<file path="src/rtl/display_scan_driver.sv">
// Time-multiplexed scan driver for a common-anode 7-segment display.
// Latches a packed BCD word and scans it one digit per slot, blanking anodes at each slot start.
module display_scan_driver #(
  parameter int unsigned N_DIGITS     = 8,
  parameter int unsigned REFRESH_DIV  = 100000,
  parameter int unsigned BLANK_CYCLES = 64,
  parameter int unsigned BLANK_LZ     = 1
) (
  input  logic                    clk,
  input  logic                    reset_n,
  input  logic                    enable,
  input  logic                    load,
  input  logic [4*N_DIGITS-1:0]   bcd_in,
  output logic [3:0]              num,
  output logic [N_DIGITS-1:0]     an,
  output logic [2:0]              digit_idx
);

  localparam int unsigned CNT_W = (REFRESH_DIV > 1) ? $clog2(REFRESH_DIV) : 1;

  logic [4*N_DIGITS-1:0] value_q;
  logic [4*N_DIGITS-1:0] value_next;
  logic [CNT_W-1:0]      div_cnt;
  logic [CNT_W-1:0]      cnt_next;
  logic [2:0]            idx_next;
  logic [3:0]            num_next;
  logic [N_DIGITS-1:0]   an_next;
  logic                  wrap;

  // Display code: raw nibble, or 4'hF when it and every higher digit are zero.
  function automatic logic [3:0] digit_code(input logic [4*N_DIGITS-1:0] v,
                                            input logic [2:0] i);
    logic       upper_zero;
    logic [3:0] nib;
    upper_zero = 1'b1;
    nib        = '0;
    for (int unsigned k = 0; k < N_DIGITS; k++) begin
      if (k >= 32'(i) && v[4*k +: 4] != 4'h0) upper_zero = 1'b0;
      if (k == 32'(i)) nib = v[4*k +: 4];
    end
    if (BLANK_LZ != 0 && i != 3'd0 && upper_zero) return 4'hF;
    return nib;
  endfunction

  assign value_next = load ? bcd_in : value_q;
  assign wrap       = (div_cnt == CNT_W'(REFRESH_DIV - 1));

  always_comb begin
    cnt_next = '0;
    idx_next = '0;
    num_next = num;
    an_next  = '1;
    if (!enable) begin
      num_next = digit_code(value_next, 3'd0);
    end else begin
      if (wrap) begin
        cnt_next = '0;
        idx_next = (digit_idx == 3'(N_DIGITS - 1)) ? 3'd0 : digit_idx + 3'd1;
        num_next = digit_code(value_next, idx_next);
      end else begin
        cnt_next = div_cnt + CNT_W'(1);
        idx_next = digit_idx;
      end
      // an is computed from the post-edge count so it lines up with div_cnt.
      if (32'(cnt_next) >= BLANK_CYCLES) begin
        for (int unsigned k = 0; k < N_DIGITS; k++) begin
          an_next[k] = (k != 32'(idx_next));
        end
      end
    end
  end

  always_ff @(posedge clk or negedge reset_n) begin
    if (!reset_n) begin
      value_q   <= '0;
      div_cnt   <= '0;
      digit_idx <= '0;
      num       <= '0;
      an        <= '1;
    end else begin
      value_q   <= value_next;
      div_cnt   <= cnt_next;
      digit_idx <= idx_next;
      num       <= num_next;
      an        <= an_next;
    end
  end

endmodule

</file>
<file path="config.mk">
export PLATFORM = sky130hd
export DESIGN_NAME = display_scan_driver
export DESIGN_NICKNAME = d
export VERILOG_FILES = /design/src/rtl/display_scan_driver.sv
export SDC_FILE = /design/constraint.sdc
export NUM_CORES = 1
export LEC_CHECK = 0
export BUFFER_PORTS_ARGS = -buffer_cell sky130_fd_sc_hd__buf_4
export CAP_MARGIN = 30
export CORE_UTILIZATION = 61
export CTS_CLUSTER_DIAMETER = 200
export CTS_CLUSTER_SIZE = 10
export DETAILED_ROUTE_END_ITERATION = 8
export HOLD_SLACK_MARGIN = 0.06
export PLACE_DENSITY_LB_ADDON = 0.3
export SLEW_MARGIN = 20
export SYNTH_ARGS = -nofsm -noshare
export SYNTH_HDL_FRONTEND = slang
export SYNTH_SLANG_ARGS = --single-unit
export TNS_END_PERCENT = 5
</file>
<file path="constraint.sdc">
create_clock -name clk -period 6.3 [get_ports clk]
set_clock_uncertainty 0.15 [all_clocks]
set_input_delay 0.63 -clock clk [delete_from_list [all_inputs] [get_ports clk]]
set_output_delay 0.63 -clock clk [all_outputs]
set_load 0.01 [all_outputs]
</file>
==> out/results.txt <==
status -> finished, final reports clean
met1 Use GR -> 38.3%
share of synthesized flip-flops with an asynchronous set or reset -> 100%
syn nets -> 365
Final Util -> 74.2%
Fmax achieved -> 340 MHz
DRC Markers -> 0
GPL Wtd Cong -> 0.920
final cycle utilization of the critical path -> 46.7%
Post-CTS Resized -> 0
gr usage total -> 27.1%
Total Routed Length -> 7530 um
ANT nets after route -> 0
total CTS buffers -> 9
Seq cells post-synth -> 64
Die Width -> 77.3 um
first-pass GRT wire length -> 12,300 um
register area share after synthesis -> 46.6%
Post-Syn Area -> 3450 um^2
Initial DRT Pass Iterations -> 4
PwrDens -> 243 nW/um^2
Final min period -> 2940 ps
type of origin of the critical path -> flop
CP max stage delay -> 640 ps
hold_buf cts -> 0
Ys Warns -> 0
maxcap violations -> 0
Area growth, synth to finish -> 17.5%
# setup viols final -> 0
clk buf depth -> 2
worst hold margin -> 218 ps
CTS tree -> done
vias in the first global route -> 2,547
CP max-delay cell -> dfrtp_1
Die Y -> 77.3 um
starting density of the core -> 63.1%
H-tree depth -> 3
commonest non-fill, non-tap cells in the layout -> 56 x dfrtp_1, 50 x buf_4, 30 x mux2_2
Vias per Instance -> 6.11
vias -> 2,696
met2 usage -> 41.2%
M3 GR Usage -> 4.40%
total power -> 0.000988 W
Root Driver -> clkbuf_8
Final Max Slew Viols -> 0
Netlist cell types -> 46
Initial DRC Count -> 206
commonest non-fill, non-tap cell in the layout -> dfrtp_1
crit path kind -> flop to flop
Critical Path Sink Type -> flop
Mapped Avg Cell Area -> 10.6 um^2
I/O pins -> 51
Lkg Pwr -> 1.70 nW
Sink Count -> 64
Critical Path Source -> digit_idx[0]
unrepaired setup endpoints after global routing -> no
Port-buffer cells -> 50
most frequent CP cell -> ha_1
Slew HR -> 48.4%
largest net degree at the start of global routing -> 65
worst hold path type -> primary input to asynchronous set/reset pin
Clk pin slew, worst setup/hold paths -> 70 ps
grt ovf -> 0
CP arrival -> 3060 ps
Core Area -> 5470 um^2
Top Usage Layer GRT -> met2
Post-CTS Setup Bufs -> 0
hpwl dp -> 5140 um
crit-path leading delay family -> simple AND/OR/NAND/NOR gates
Post-synth EDFFs -> 0
per-cell routed wire length -> 17.1 um
FP Rows -> 27
worst path bufs/invs -> 0
layout net count -> 403
layout cell share with drive strength beyond 1 -> 31.2%
worst-path cell chain -> ha_1, ha_1, nor2b_1, and2_1, a21oi_1, a221oi_1, nand3_1, a31oi_1
R2R Path Start -> digit_idx[0]
Final Hold Fails -> 0
Die Area -> 5970 um^2
clock latency on the worst-skew pair -> 340 ps
worst vdd ir -> 0.000166 V
filler instances -> 391
initial antenna violation count -> 0
Slew @ Worst Pin -> 774 ps
critical path fanouts, max -> 22
WP data required -> 6420 ps
Fin Setup TNS -> 0 ps
Primary FF master, synth -> dfrtp_1
Antenna diodes -> 0
Syn Inst Count -> 326
## layer usage
layer  share of wire [%]  vias up  wire length, um
met3                 6.3       10              474
met4                 1.4        0              109
met1                  45     1317             3410
li1                    -     1277                -
met2                  47       92             3530
met5                   0        -                0
## where the power goes
part	switching, W	internal, W
Sequential	0.0000155	0.000436
Clock	0.000158	0.000274
Combinational	0.0000504	0.0000533
Total	0.000224	0.000763
## cell usage after synthesis, drive strengths merged, types with 8 or more instances
master	number	area [um^2]
dfrtp	56	1400
mux2	30	338
nor2	26	100
nand2	21	78.8
buf	13	68.8
nand3	13	65.1
a21oi	10	50.1
clkbuf	10	37.5
and2	8	50.1
dfstp	8	210
nand2b	8	50.1
or4	8	60.1
xor2	8	70.1
## cell type report
type                    instances  area [um^2]  area share (%)
repair buffers                 50          375            9.25
inverters                       5         18.8           0.462
well taps                      72         90.1            2.22
multi-input cells             234         1720            42.3
clock buffers                  11          141            3.48
flip-flops and latches         64         1610            39.7
clock inverters                 5          104            2.56
## flip-flops by register name, summed over array words and instances (netlist names)
name,flops
an,8
digit_idx,3
div_cnt,17
num,4
value_q,32
## per-stage QoR
step / std cells / instance area [um^2] / worst slack [ps]
after floorplan: 326 / 3450 / 4000
after global placement: 425 / 3810 / 3540
after detailed placement: 425 / 3810 / 3430
after CTS: 441 / 4060 / 3390
after global routing: 441 / 4060 / 3140
final: 441 / 4060 / 3360
## worst paths after layout
check                              to  slack (ps)  depth (start not counted)
max in group asynchronous  div_cnt[5]        5280                          1
hold reg to reg            div_cnt[0]         360                          1
setup reg to reg               num[2]        3360                          8
hold / removal             value_q[2]         220                          1
min in group clk           div_cnt[0]         360                          1
setup / recovery               num[2]        3360                          8
## cell families after synthesis
| group | synth area share (%) |
|---|---|
| XOR/XNOR | 3.80 |
| flip-flops | 46.6 |
| multiplexers | 15.1 |
| AND/OR/NAND/NOR | 21.2 |
| adder cells (fa/ha/maj) | 1.09 |
| buffers and inverters | 3.62 |
| AO/OA/AOI/OAI | 8.58 |
(Power assumes the default switching activity.)
